**src/rtl/uart_pkg.sv**
```systemverilog
// Shared definitions for the UART byte path: data width, default TX FIFO
// depth and the output-stage state encoding reused by the RX-side FIFO.
package uart_pkg;

    localparam int DATA_W   = 8;
    localparam int TX_DEPTH = 16;

    typedef enum logic {
        ST_IDLE = 1'b0,
        ST_HOLD = 1'b1
    } fifo_out_state_t;

endpackage

```
**src/rtl/uart_fifo_mem.sv**
```systemverilog
// Storage array for the UART FIFOs: one synchronous write port and one
// asynchronous read port. Contents are never reset; the pointers that
// index them are what define which entries hold valid data.
module uart_fifo_mem #(
    parameter  int DATA_W = uart_pkg::DATA_W,
    parameter  int DEPTH  = uart_pkg::TX_DEPTH,
    localparam int AW     = $clog2(DEPTH)
) (
    input  logic              clk,
    input  logic              wr_en,
    input  logic [AW-1:0]     wr_addr,
    input  logic [DATA_W-1:0] wr_data,
    input  logic [AW-1:0]     rd_addr,
    output logic [DATA_W-1:0] rd_data
);

    logic [DATA_W-1:0] mem [DEPTH];

    // Store the incoming byte at the write address when enabled.
    always_ff @(posedge clk) begin
        if (wr_en) begin
            mem[wr_addr] <= wr_data;
        end
    end

    assign rd_data = mem[rd_addr];

endmodule

```
**src/rtl/uart_tx_fifo.sv**
```systemverilog
// Byte buffer in front of the UART transmitter. Bytes written by the host
// go through a circular array and are handed to the transmitter through a
// registered valid/ready output stage, so the host need not pace writes
// to the baud rate. Occupancy counts the array plus the output register.
module uart_tx_fifo #(
    parameter  int DATA_W = uart_pkg::DATA_W,
    parameter  int DEPTH  = uart_pkg::TX_DEPTH,
    localparam int AW     = $clog2(DEPTH),
    localparam int CW     = $clog2(DEPTH + 2)
) (
    input  logic              clk,
    input  logic              rst,
    input  logic              wr_en,
    input  logic [DATA_W-1:0] wr_data,
    output logic              full,
    output logic              empty,
    output logic [CW-1:0]     count,
    output logic              overflow,
    input  logic              ovf_clr,
    output logic [DATA_W-1:0] tx_data,
    output logic              tx_valid,
    input  logic              tx_ready
);

    import uart_pkg::*;

    logic [AW-1:0]     wr_ptr;
    logic [AW-1:0]     rd_ptr;
    logic [CW-1:0]     arr_count;
    logic [DATA_W-1:0] rd_data;
    logic              arr_empty;
    logic              do_write;
    logic              do_pop;
    fifo_out_state_t   state;

    assign arr_empty = (arr_count == '0);
    assign full      = (arr_count == CW'(DEPTH));
    assign empty     = arr_empty && !tx_valid;
    assign count     = arr_count + {{(CW-1){1'b0}}, tx_valid};

    // A full array drops the write even if a pop frees a slot this cycle.
    assign do_write  = wr_en && !full;
    // The output register reloads when it is empty or being taken.
    assign do_pop    = !arr_empty && ((state == ST_IDLE) || tx_ready);

    uart_fifo_mem #(
        .DATA_W (DATA_W),
        .DEPTH  (DEPTH)
    ) u_mem (
        .clk     (clk),
        .wr_en   (do_write),
        .wr_addr (wr_ptr),
        .wr_data (wr_data),
        .rd_addr (rd_ptr),
        .rd_data (rd_data)
    );

    // Advance the circular pointers; DEPTH is a power of two so they wrap naturally.
    always_ff @(posedge clk or negedge rst) begin
        if (!rst) begin
            wr_ptr <= '0;
            rd_ptr <= '0;
        end else begin
            if (do_write) begin
                wr_ptr <= wr_ptr + AW'(1);
            end
            if (do_pop) begin
                rd_ptr <= rd_ptr + AW'(1);
            end
        end
    end

    // Track array occupancy; a simultaneous write and pop leaves it unchanged.
    always_ff @(posedge clk or negedge rst) begin
        if (!rst) begin
            arr_count <= '0;
        end else begin
            case ({do_write, do_pop})
                2'b10:   arr_count <= arr_count + CW'(1);
                2'b01:   arr_count <= arr_count - CW'(1);
                default: arr_count <= arr_count;
            endcase
        end
    end

    // Output stage: load the oldest byte, hold it until taken, reload back-to-back.
    always_ff @(posedge clk or negedge rst) begin
        if (!rst) begin
            state    <= ST_IDLE;
            tx_valid <= 1'b0;
            tx_data  <= '0;
        end else begin
            case (state)
                ST_IDLE: begin
                    if (!arr_empty) begin
                        tx_data  <= rd_data;
                        tx_valid <= 1'b1;
                        state    <= ST_HOLD;
                    end
                end
                ST_HOLD: begin
                    if (tx_ready) begin
                        if (!arr_empty) begin
                            tx_data <= rd_data;
                        end else begin
                            tx_valid <= 1'b0;
                            state    <= ST_IDLE;
                        end
                    end
                end
                default: begin
                    tx_valid <= 1'b0;
                    state    <= ST_IDLE;
                end
            endcase
        end
    end

    // Sticky overflow: a dropped write sets it and wins over a clear request.
    always_ff @(posedge clk or negedge rst) begin
        if (!rst) begin
            overflow <= 1'b0;
        end else if (wr_en && full) begin
            overflow <= 1'b1;
        end else if (ovf_clr) begin
            overflow <= 1'b0;
        end
    end

endmodule

```
**config.mk**
```make
export PLATFORM = sky130hd
export DESIGN_NAME = uart_tx_fifo
export DESIGN_NICKNAME = d
export VERILOG_FILES = /design/src/rtl/uart_pkg.sv /design/src/rtl/uart_fifo_mem.sv /design/src/rtl/uart_tx_fifo.sv
export SDC_FILE = /design/constraint.sdc
export NUM_CORES = 1
export LEC_CHECK = 0
export ABC_AREA = 0
export CORE_MARGIN = 5
export CORE_UTILIZATION = 64
export CTS_CLUSTER_SIZE = 10
export DETAILED_ROUTE_END_ITERATION = 7
export HOLD_SLACK_MARGIN = 0.08
export PLACE_DENSITY = 0.9
export SLEW_MARGIN = 20
export SYNTH_ARGS = -nofsm -noshare
export SYNTH_HDL_FRONTEND = slang
export SYNTH_SLANG_ARGS = --single-unit
```
**constraint.sdc**
```tcl
create_clock -name clk -period 5.17 [get_ports clk]
set_clock_uncertainty 0.05 [all_clocks]
set_input_delay 1.034 -clock clk [delete_from_list [all_inputs] [get_ports clk]]
set_output_delay 1.034 -clock clk [all_outputs]
set_load 0.01 [all_outputs]
```
### After elaboration in Yosys (flattened, before gate mapping)

Memories as Yosys holds them, arrays and structs flattened.
Cells that the tools add are included.
W data, S select, Z words.

| operators by class | value |
|---|---|
| $add $sub $neg | 5 |
| multiply operators | 0 |
| divide/modulo/power cells | 0 |
| $lt $le $gt $ge | 0 |
| eq/ne operators | 6 |
| shift-type cells | 0 |
| mux-type cells | 15 |
| bitwise gates (word level) | 1 |
| reduce and logical (&&, ||, !) cells | 12 |

Operator list:

| cell | number |
|---|---|
| $mux W8 | 2 |
| $pmux W8 S2 | 1 |
| $pmux W5 S2 | 1 |
| $mux W1 | 9 |
| $add A4 B1 Y4 const B | 2 |
| $ne A2 B2 Y1 const B | 3 |
| $add A5 B1 Y5 | 1 |
| $add A5 B1 Y5 const B | 1 |
| $eq A5 B5 Y1 const B | 1 |
| $logic_not A5 Y1 | 1 |
| $sub A5 B1 Y5 const B | 1 |
| $logic_and A1 B1 Y1 | 4 |
| $pmux W1 S2 | 2 |
| $reduce_bool A2 Y1 | 2 |
| $logic_not A1 Y1 | 3 |
| $reduce_and A3 Y1 | 1 |
| $eq A2 B1 Y1 const B | 1 |
| $eq A2 B2 Y1 const B | 1 |
| $logic_or A1 B1 Y1 | 1 |
| $not A1 Y1 | 1 |

| word-level totals | value |
|---|---|
| register bits | 24 |
| latch bits | 0 |
| bits in writable memories | 128 |
| ROM bits | 0 |
| input bits | 13 |
| output and inout port bits | 17 |
| logic and storage cells | 47 |
| memories | 1 |

Memories:

| memory | words | bits a word | read ports | clocked after memory_dff | wr ports | RTL line | RTL |
|---|---|---|---|---|---|---|---|
| u_mem.mem | 16 | 8 | 1 | 0 | 1 | uart_fifo_mem.sv:17 | `logic [DATA_W-1:0] mem [DEPTH];` |

### Longest topological paths before layout

Gate-level depths: netlist of the first run.

| depth | value |
|---|---|
| word-level depth | 5 |
| gate-level depth with buffers | 12 |
| mapped depth without buffers | 10 |

### By module

From an unflattened synthesis of the first run, not the netlist that was laid out.

| unflattened totals | value |
|---|---|
| cell total of the unflattened synthesis | 312 |
| area, all modules | 6159.7 sq um |

Modules (own cells, without submodules):

| module | times used | cells each | area an instance (sq um) | seq. area each (sq um) |
|---|---|---|---|---|
| uart_fifo_mem | 1 | 221 | 4987.3 | 3843.7 |
| uart_tx_fifo | 1 | 91 | 1172.4 | 600.6 |

### Worst setup path after synthesis of the first run

Ideal clock, no wire load.

| timing path | value |
|---|---|
| path kind | input port to flip-flop |
| start | in tx_ready |
| end | reg arr_count[4] |
| library setup time | 0.132 ns |
| arrival | 3.104 ns |
| data required time | 4.988 ns |
| slack | 1.885 ns |
| cell stages on the path | 11 |
| buffers on the path | 2 |
| path through | nand2b_1 > o21a_1 > buf_2 > ha_1 > clkbuf_1 > xor2_1 > ha_1 > or3b_2 > a21oi_1 > o21ai_0 > xnor2_1 |

| between the ends | value |
|---|---|
| word-level cells in the longest chain between the ends | 4 |
| elaborated cells on any way between the ends | 6 |
| those cells by class | 2 x eq/ne; 1 x mux; 3 x reduce/logical |

RTL lines:

| item | RTL line | RTL |
|---|---|---|
| from (decl) | uart_tx_fifo.sv:22 | `input logic tx_ready` |
| $logic_or A1 B1 Y1 (*) | uart_tx_fifo.sv:44 | `assign do_pop = !arr_empty && ((state == ST_IDLE) \|\| tx_ready);` |
| $logic_and A1 B1 Y1 (*) | uart_tx_fifo.sv:44 |  |
| net do_pop | uart_tx_fifo.sv:33 | `logic do_pop;` |
| $eq A2 B1 Y1 or $eq A2 B2 Y1 (tied branches) | uart_tx_fifo.sv:78 | `case ({do_write, do_pop})` |
| $pmux W5 S2 or $reduce_bool A2 Y1 (tied branches) | n/a |  |
| to (signal assigned) | uart_tx_fifo.sv:79 | `2'b10: arr_count <= arr_count + CW'(1);` |
| to (signal assigned) | uart_tx_fifo.sv:80 | `2'b01: arr_count <= arr_count - CW'(1);` |
| to (signal assigned) | uart_tx_fifo.sv:81 | `default: arr_count <= arr_count;` |
| to (decl) | uart_tx_fifo.sv:29 | `logic [CW-1:0] arr_count;` |

Mark *: on every way through the listed nets, which the timed path passes. The rest lies on a longest branch.
A chain may end at the register's enable or synchronous reset.

### Worst setup path in the final report of the first run

| timing path | value |
|---|---|
| start | reg arr_count[1] |
| end | out empty |

| between the ends | value |
|---|---|
| word-level cells in the longest chain between the ends | 2 |

RTL lines:

| item | RTL line | RTL |
|---|---|---|
| $logic_not A5 Y1 | uart_tx_fifo.sv:36 | `assign arr_empty = (arr_count == '0);` |
| $logic_and A1 B1 Y1 | uart_tx_fifo.sv:38 | `assign empty = arr_empty && !tx_valid;` |
| to (decl) | uart_tx_fifo.sv:16 | `output logic empty,` |

Every way passes these cells.

==> results of run 1 <==
-- critical path: cells and delay by family, from the launching register on --
family        cells  cell delay (ps)
simple gates      3              930
buf+inv           1              560
flops             1              490
-- report_power, final --
| group | switching (W) | leakage (nW) | total (W) | internal, W |
|---|---|---|---|---|
| sequential | 0.000197 | 1.43 | 0.00173 | 0.00153 |
| clock | 0.000516 | 0.265 | 0.00116 | 0.000647 |
| combinational | 0.000622 | 0.675 | 0.00124 | 0.000613 |
| total | 0.00134 | 2.37 | 0.00412 | 0.00279 |
-- cell usage after synthesis (4+ instances only) --
cell                       count  area share
sky130_fd_sc_hd__xor2_1        7       0.010
sky130_fd_sc_hd__clkbuf_1      5      0.0030
sky130_fd_sc_hd__nand2b_1      6      0.0061
sky130_fd_sc_hd__dfrtp_1      24       0.098
sky130_fd_sc_hd__a21oi_1      13       0.011
sky130_fd_sc_hd__o22ai_1      16       0.016
sky130_fd_sc_hd__mux2_2       10       0.018
sky130_fd_sc_hd__ha_1         10       0.020
sky130_fd_sc_hd__o21ai_0       4      0.0033
sky130_fd_sc_hd__nor2_1       15      0.0091
sky130_fd_sc_hd__nand2_1       7      0.0043
sky130_fd_sc_hd__nor3_1        5      0.0041
sky130_fd_sc_hd__inv_1         5      0.0030
sky130_fd_sc_hd__mux4_2       32        0.12
sky130_fd_sc_hd__edfxtp_1    128        0.62
sky130_fd_sc_hd__xnor2_1       9       0.013
sky130_fd_sc_hd__buf_2         9      0.0073
-- per-stage QoR --
stage / util / total power (W) / std cells / hold WS [ps] / worst slack (ps)
floorplan: - / 0.00252 / 330 / 371 / 1880
global placement: 0.699 / 0.00286 / 471 / 388 / 1400
detailed placement: 0.700 / 0.00292 / 471 / 433 / 1300
CTS: 0.760 / 0.00412 / 503 / 454 / 1570
global route: 0.761 / 0.00429 / 503 / 489 / 1340
finish: 0.761 / 0.00412 / 503 / 444 / 1580
-- cells by family after synthesis --
group,Yosys count,share of synthesized area
flip-flops,152,0.722
AND/OR/NAND/NOR,46,0.0400
adder cells (fa/ha/maj),10,0.0203
multiplexers,42,0.135
AO/OA/AOI/OAI,39,0.0388
buffers and inverters,25,0.0207
XOR/XNOR,16,0.0228
-- final cells by class --
| class | instances | area (um2) | share of cell area |
|---|---|---|---|
| sequential | 152 | 4450 | 0.627 |
| clock inverter | 15 | 143 | 0.0201 |
| tap | 129 | 161 | 0.0228 |
| timing repair buffer | 32 | 308 | 0.0434 |
| clock buffer | 17 | 414 | 0.0584 |
| inverter | 5 | 18.8 | 0.00265 |
| multi-input combinational | 153 | 1600 | 0.226 |
-- final timing paths --
check / startpoint / to / slack [ps] / depth (start not counted)
min in group clk: state / tx_valid / 450 / 1
worst min-delay path: rst / arr_count[3] / 440 / 1
worst max register to register: arr_count[1] / arr_count[4] / 1870 / 10
worst max-delay path: arr_count[1] / empty / 1580 / 4
max in group asynchronous: rst / rd_ptr[2] / 4220 / 1
worst min register to register: state / tx_valid / 450 / 1
-- flip-flops by register name (all words and copies together) (netlist names) --
name	cells
tx_valid	1
overflow	1
tx_data	8
u_mem.mem	128
arr_count	5
state	1
rd_ptr	4
wr_ptr	4
-- layer usage --
layer | track usage | wire length (um)
met1 | 0.312 | 4850
met2 | 0.408 | 6730
met3 | 0.0597 | 1040
met4 | 0.0812 | 354
met5 | 0 | 0
==> summary by stage, run 1 <==
Cells and area
The final cell area excluding filler cells is 7090 um2. The net count of the finished layout is 384. The fraction of final layout cells with drive strength greater than 1 is 0.235. The top cell types in the final layout, fill and taps aside, are 128 x sky130_fd_sc_hd__edfxtp_1, 32 x sky130_fd_sc_hd__mux4_2, 28 x sky130_fd_sc_hd__clkdlybuf4s50_1. The filler cell count in the final layout is 473. The most common cell after layout, fill and taps aside is sky130_fd_sc_hd__edfxtp_1. Compared with the post-synthesis result, the final layout area differs by 15.2%. 0 antenna diodes ended up in the layout.

Synthesis
The number of instances in the synthesized netlist is 330. The share of flip-flops with an asynchronous set or reset is 0.158. The mean instance size in the synthesized netlist is 18.7 um2. The sequential area share after synthesis is 0.722.

The number of enable flip-flop cells after synthesis is 128. The synthesis-stage register bit count is 152. The number of different library cells used by synthesis comes to 37. The most frequently used flop master after synthesis is sky130_fd_sc_hd__edfxtp_1.

The total standard cell area after synthesis is 6160 um2. The post-synth net total is 353. The number of warnings reported in the yosys synthesis log is 0.

Detailed routing
The post-detailed-routing wire length is 13.0 mm. In this run, the number of DRC markers left after iteration 0 of detailed routing was 423. The total via count in the routed design is 3282. Dividing the detail-routed via count by the number of cells gives 6.52.

The count of unresolved DRC violations after routing is 0. The detail route stage leaves a number of antenna-violating nets equal to 0. After detailed routing, the average wire length per cell comes to 25.8 um. The number of iterations in the first detailed-routing pass is 5.

Die
For this design the top-level I/O count stands at 30. After floorplanning, the core was sized to cover 9330 um2. After floorplanning, the core was divided into 35 placement rows. The full die area is 11700 um2. The initial core utilization is 0.660.

The die width is 108 um. The die is 108 um tall.

Worst setup path
The critical path startpoint category is a flip-flop. The capturing element type of the critical path is a primary output. By startpoint and endpoint, the worst setup path is classified as reg2out. The critical-path cell with the highest stage delay is sky130_fd_sc_hd__nor4_1.

Traced cell by cell, the critical path runs through nor4_1, nand2b_1, nor2_1, clkdlybuf4s50_1. In this design, the stage delay of the slowest critical-path cell is 570 ps. The maximum fanout encountered on the critical timing path is 10. The required time at the worst-slack endpoint is 4090 ps.

The worst endpoint data arrival time is 2510 ps.

STA
The actual slew at the worst max-slew pin is 846 ps. For the final routed database, the setup TNS stands at 0 ps. The time the final worst path needs with I/O delays and setup is 3590 ps. The maximum clock frequency is 279 MHz. The number of setup violations in the final report is 0. The worst pin sits at a relative slew slack of 0.434. The final count of hold timing violations is 0. The number of pins exceeding their max-slew limit in the final report is 0. Setup repair after global routing left no endpoint under its margin. Dividing the final minimum period by the clock period gives 0.694.

Clocking
The TritonCTS clock tree is done. The H-tree was split into 4 levels. Post-CTS timing repair inserted 0 buffers for setup. After clock tree synthesis, the clock-pin slew on the worst setup and hold paths is 60 ps. The number of gates resized after CTS is 0. The later-pin clock latency in the skew report is 530 ps. The clock net in this run drives a total of 152 sinks. The tree is rooted in a sky130_fd_sc_hd__clkbuf_8. The total CTS buffers is 17. The count of hold buffers inserted by post-cts repair is 0.

The maximum clock insertion buffer count is 2.

Power
The worst voltage drop across the vdd grid is 0.374 mV. The static leakage is 2.37 nW. In this run the power density over the cells is 581 nW/um2.

Global routing
Entering global routing, the biggest net connects 34 pins. The number of global-route vias before repair is 3446. The wire length of the first global-routing pass is 20.0 mm.

The initial antenna violation count is 0. Across every metal layer, demand over resource in global routing totals 0.242. Summed over all layers, the global routing overflow is 0.

Outcome
The run finished with clean final reports.

Placed design
The quantity of I/O buffers inserted on ports is 29. The placed instances occupy a cell area of 6530 um2. The final weighted congestion in routability-driven placement is 0.782. The sum of net half-perimeters after detailed placement is 7.67 mm.

Hold path
The tightest min-delay check is of the in2async type.

Job
The total of max-cap violations is 0.
No activity file was read; power rests on OpenSTA's default activity.
==> run 2, diff against run 1 <==
Settings changed: CORE_UTILIZATION 64 to 59, PLACE_DENSITY 0.9 to 0.84.
Clock period 5.17 ns to 3.51 ns, I/O delays scaled along.
==> run 2 against run 1 <==
Critical path depth stayed put. Register-to-register slack got worse by 1300 ps. Wire length decreased by 6.6%. Non-clock buffer count grew 22. Worst setup slack got worse by 1300 ps. Utilization decreased by 4.7 points. First-iteration DRC count down 27%. Hold slack worse by 32 ps. Sequential power up 49%. Clock-buffer cell count rose by 1. Die area is 7.7% higher. Combinational power increased by 40%. Critical endpoint unchanged. Largest power group unchanged.
==> summary by stage, run 2 (synthesis results as in run 1) <==
Outcome
The flow ran to the end, and the final reports show no timing, DRC or antenna violations.

Worst setup path
The worst endpoint data arrival time is 2430 ps. The sum of buffers and inverters on the critical path is 1. The critical path's top delay family is simple AND/OR/NAND/NOR gates. Walking the worst path, the cells encountered are nor4_1, nand2b_1, nor2_1, clkdlybuf4s50_1. The critical-path cell with the highest stage delay is sky130_fd_sc_hd__clkdlybuf4s50_1.

The capturing element type of the critical path is a primary output. At the worst endpoint, the required time is 2760 ps. The startpoint-to-endpoint class of the critical path is reg2out.

The critical path startpoint category is a flip-flop. For this run, the slowest stage of the critical path takes 560 ps. The maximum fanout encountered on the critical timing path is 10.

Hold path
The class of the tightest hold or removal check is reg2reg.

STA
The time the final worst path needs with I/O delays and setup is 3180 ps. The sum of negative setup slack is 0 ps. The number of setup violations in the final report is 0. The number of pins exceeding their max-slew limit in the final report is 0.

At the pin with the least slew margin, the transition time is 809 ps. The tightest hold path in the finished design has a slack of 413 ps. The worst max-slew margin expressed relative to the limit is 0.461. The final count of hold timing violations is 0.

The maximum clock frequency is 314 MHz. The part of the cycle the worst path needs is 0.907. Setup repair after global routing left no endpoint under its margin.

Power
For this design the ratio of total power to cell area is 843 nW/um2. IR analysis of the VDD net gives a maximum drop of 0.420 mV. The power after layout is 0.00615 W. The static leakage is 2.51 nW.

Clocking
The cell sitting at the root of the clock tree is a sky130_fd_sc_hd__clkbuf_8. The number of sinks driven by the clock tree is 152. Buffers inserted during clock tree synthesis total 17. Gates resized during post-CTS repair numbered 0. The later-pin clock latency in the skew report is 530 ps. Once the clock tree was built, the setup fixing pass inserted 0 buffers.

The TritonCTS clock tree is done. The maximum clock insertion buffer count is 2. After clock tree synthesis, the clock-pin slew on the worst setup and hold paths is 60 ps. The number of hold buffers added after CTS was 0. CTS built an H-tree with a depth of 4.

Die
The floorplan step defined a die boundary enclosing 12600 um2. The die width is 112 um. The vertical die dimension is 112 um. 30 I/O pins were placed. The initial core utilization is 0.602. The floorplan has 37 rows. The placeable core region is 10200 um2.

Cells and area
In the layout the commonest cells are 128 x sky130_fd_sc_hd__edfxtp_1, 32 x sky130_fd_sc_hd__mux4_2, 29 x sky130_fd_sc_hd__clkdlybuf4s50_1. The fraction of final layout cells with drive strength greater than 1 is 0.263. The area growth from synthesis to layout is 18.5%. The repair_antennas step left the layout with diodes totalling 0. The count of nets after finishing is 406. The register with the most flip-flops in the layout has 128 of them. The final cell area excluding filler cells is 7300 um2. u_mem.mem holds more flip-flops than any other register. The library cell used most frequently in the layout, excluding fill and tap cells, is sky130_fd_sc_hd__edfxtp_1. The utilization after layout is 0.713. In the final layout, the registers with the most flip-flops are u_mem.mem: 128 flops, tx_data: 8 flops, arr_count: 5 flops.

Job
The total of max-cap violations is 0.

Detailed routing
The via-per-instance ratio is 6.14. In the final routed layout, each cell accounts on average for 22.8 um. After detailed routing, no signal wire sits above met4. The routed length on met1 is 4.63 mm. The detailed router finished its first iteration with 309 violations. For this run, design rule violations remaining after detail routing come to 0. The final route contains 3267 vias. Detailed routing placed a total of 6.25 mm of wire on met2. In the detailed route, the total length drawn on met3 is 914 um. Wires add up to 12.1 mm. The detail route stage leaves a number of antenna-violating nets equal to 0.

The pre-antenna-repair detailed-routing pass consisted of 7 iterations.

Global routing
The initial antenna violation count is 0. The number of global-route vias before repair is 3414. Summed over all layers, the global routing overflow is 0. The global-route total usage across every layer is 0.209. The maximum number of pins on one net before global-route repair is 25. The wire length of the first global-routing pass is 19.2 mm.

Placed design
In this run the cell area measured after placement is 6700 um2. Once detailed placement completed, the half-perimeter wirelength came to 7.63 mm. The final weighted congestion in routability-driven placement is 0.859. The quantity of I/O buffers inserted on ports is 29.
==> run 2: changes by cell type in the layout (fill, tap and decap cells not counted), sizes merged <==
| cell | change |
|---|---|
| inv | -5 |
| clkinv | +2 |
| clkdlybuf4s50 | +1 |
| clkbuf | +1 |
| buf | +21 |
| clkinvlp | -1 |
| bufinv | +3 |
==> run 2: final cells by class <==
class	instances	area, um2
clock inverter	14	181
clock buffer	18	418
multi-input combinational	153	1580
sequential	152	4450
inverter	5	18.8
timing repair buffer	54	478
tap	136	170
fill	589	2940
==> run 2: power breakdown <==
group	switching (W)	internal (W)	total, W
Combinational	0.000790	0.000943	0.00173
Sequential	0.000337	0.00225	0.00258
Clock	0.000686	0.00115	0.00183
==> run 2: layer usage <==
layer / vias to the layer above / global-route usage
met5: - / 0
met4: 0 / 0.0970
met3: 30 / 0.0512
met2: 147 / 0.344
met1: 1668 / 0.264
li1: 1422 / -
==> run 2: worst paths after layout <==
kind                               from           end  slack, ps  cells after the start
min reg2reg                       state      tx_valid        410                      1
min in group asynchronous           rst     rd_ptr[3]        490                      2
max                        arr_count[1]         empty        330                      4
max in group asynchronous           rst     rd_ptr[2]       2660                      2
min                               state      tx_valid        410                      1
max reg2reg                arr_count[1]  arr_count[4]        610                      9
==> run 2: worst reg2reg max path, delay by kind of cell, from the launching register on <==
kind / cells / cell delay, ps
XOR/XNOR: 2 / 280
adder cells (fa/ha/maj): 2 / 450
flip-flops: 1 / 490
AO/OA/AOI/OAI: 3 / 470
AND/OR/NAND/NOR: 2 / 1040
==> run 2: per-stage QoR <==
| step | instances | setup WS [ps] |
|---|---|---|
| after floorplan | 330 | 352 |
| after global placement | 500 | 461 |
| after detailed placement | 500 | 400 |
| after CTS | 532 | 322 |
| after global routing | 532 | 219 |
| final | 532 | 328 |
==> patch: new RTL, settings of run 1 <==
Change the package constant `DATA_W` from 8 to 6.
--- a/src/rtl/uart_pkg.sv
+++ b/src/rtl/uart_pkg.sv
@@ -2,7 +2,7 @@
 // depth and the output-stage state encoding reused by the RX-side FIFO.
 package uart_pkg;
 
-    localparam int DATA_W   = 8;
+    localparam int DATA_W   = 6;
     localparam int TX_DEPTH = 16;
 
     typedef enum logic {
Interface: changed (resized tx_data and wr_data); port bits go from 30 to 26. The function was not compared with the original's and may differ.
==> patch against run 1 <==
- critical path depth grew 6
- wire length shrank 19%
- highest routed layer unchanged
- sequential cell count shrank 34
- setup slack lost 0.16 ns
- largest power group unchanged
- sequential power shrank 18%
- design area shrank 19%
- total power shrank 16%
- via count shrank 18%
- largest cell class unchanged
- synthesized area shrank 20%
==> patch: results (changes against run 1) <==
- Worst slew margin relative to its limit: 0.3419 (-0.09228)
- The detailed-route wire length on metal 1 was 4.146 mm (-15%).
* Path class of the lowest-slack min-delay path: flip-flop to flip-flop
- The clock period minus worst slack came to 3.753 ns (+0.1623 ns).
- Arrival @ worst endpoint: 4.11 ns (+1.60 ns)
- The leakage power figure came to 1.950 nW (-18%).
- Number of global-route vias before repair: 2799 (-19%)
* Number of enable flip-flop cells after synthesis: 96 (-25%)
- The worst hold slack after final layout came to 0.4149 ns (-0.02960 ns).
- Post-detailed-route via-to-cell ratio: 6.411 (-1.7%)
* Port Buf Inserts: 25 (-14%)
- Slack of the worst reg-to-reg path: 1.66 ns (-0.21 ns)
- The number of design-rule violations left by the first detailed-router iteration is 299 (-29%).
- DP HPWL: 6.100 mm (-20%)
- The run finished with clean final reports.
* Share of cells above drive strength 1: 0.2194 (-0.01586)
* Number of library cell types mapped by synthesis: 40 (+8.1%)
- The net total in the final layout came to 327 (-15%).
* Timing startpoint of the critical path: tx_ready
- In the synthesized netlist, the cells that appear most often are edfxtp_1, mux4_2, dfrtp_1.
- Total instance count after detailed placement: 389 (-17%)
- By area the synthesized netlist is led by edfxtp_1, dfrtp_1, mux4_2.
* Largest net degree at the start of global routing: 23 (-32%)
- The overall routing resource usage came to 0.2393 (-0.002431).
- The global-route wire length before repair came to 16.50 mm (-17%).
* Switching power summed over all nets: 0.001108 W (-17%)
* Routability congestion estimate from global placement: 0.8314 (+6.3%)
- Fraction of registers with async set/reset: 0.1864 (+0.02855)
- The average routed wire per standard cell was 25.01 um (-3.1%).
- The critical path ends at arr_count[4].
* Met2 Wirelength: 5.377 mm (-20%)
- Top flop regs: u_mem.mem (96), tx_data (6), arr_count (5)
- The worst-case vdd ir drop came to 0.3867 mV (+3.3%).
- Synth Net Count: 298 (-16%)
-- patch: area by class of cell --
cell class                      count  share of cell area
Clock inverter                     12             0.01878
Tap cell                          102             0.02228
Sequential cell                   118              0.5993
Timing Repair Buffer               27             0.04542
Inverter                            5            0.003276
Multi-Input combinational cell    137              0.2367
Clock buffer                       20             0.07425
-- patch: metrics by stage --
step | power [W] | instance area [um2] | utilization
4_1_cts | 0.003458 | 5734 | 0.7538
6_report | 0.003454 | 5729 | 0.7531
3_5_place_dp | 0.002369 | 5201 | 0.6837
5_1_grt | 0.003600 | 5729 | 0.7531
3_3_place_gp | 0.002328 | 5201 | 0.6837
2_1_floorplan | 0.002043 | 4912 | -
-- patch: worst max-delay path, cell delays in order --
cell and delay [ns]:
clkdlybuf4s50_1 0.49, nand2b_1 0.18, o21a_1 0.57, ha_1 0.50, xor2_1 0.16, ha_1 0.28, or3b_2 0.46, a21oi_1 0.16
o21ai_0 0.13, xnor2_1 0.14
-- patch: power by group through the flow --
stage | Sequential, W | Clock [W] | Combinational [W]
final | 0.00142 | 0.00105 | 0.000987
after global routing | 0.00144 | 0.00111 | 0.00105
after CTS | 0.00141 | 0.00105 | 0.000992
after detailed placement | 0.00142 | 0 | 0.000950
after global placement | 0.00141 | 0 | 0.000920
after floorplan | 0.00128 | 0 | 0.000767
-- patch: kinds of logic (layout without fill, tap and decap cells) --
logic type,Yosys count,count (layout),share of synthesized area
AOI/OAI and AO/OA,33,33,0.04407
adders and majority gates,10,10,0.02547
DFF,118,118,0.6989
buffers and inverters,22,64,0.02496
muxes,32,32,0.1291
xor gates and xnor gates,16,16,0.02853
and+or+nand+nor,46,46,0.04891
-- patch: routing by layer --
metal,track usage,vias up
li1,-,1143
met5,0,-
met4,0.1129,0
met1,0.3110,1386
met3,0.05958,31
met2,0.3822,139
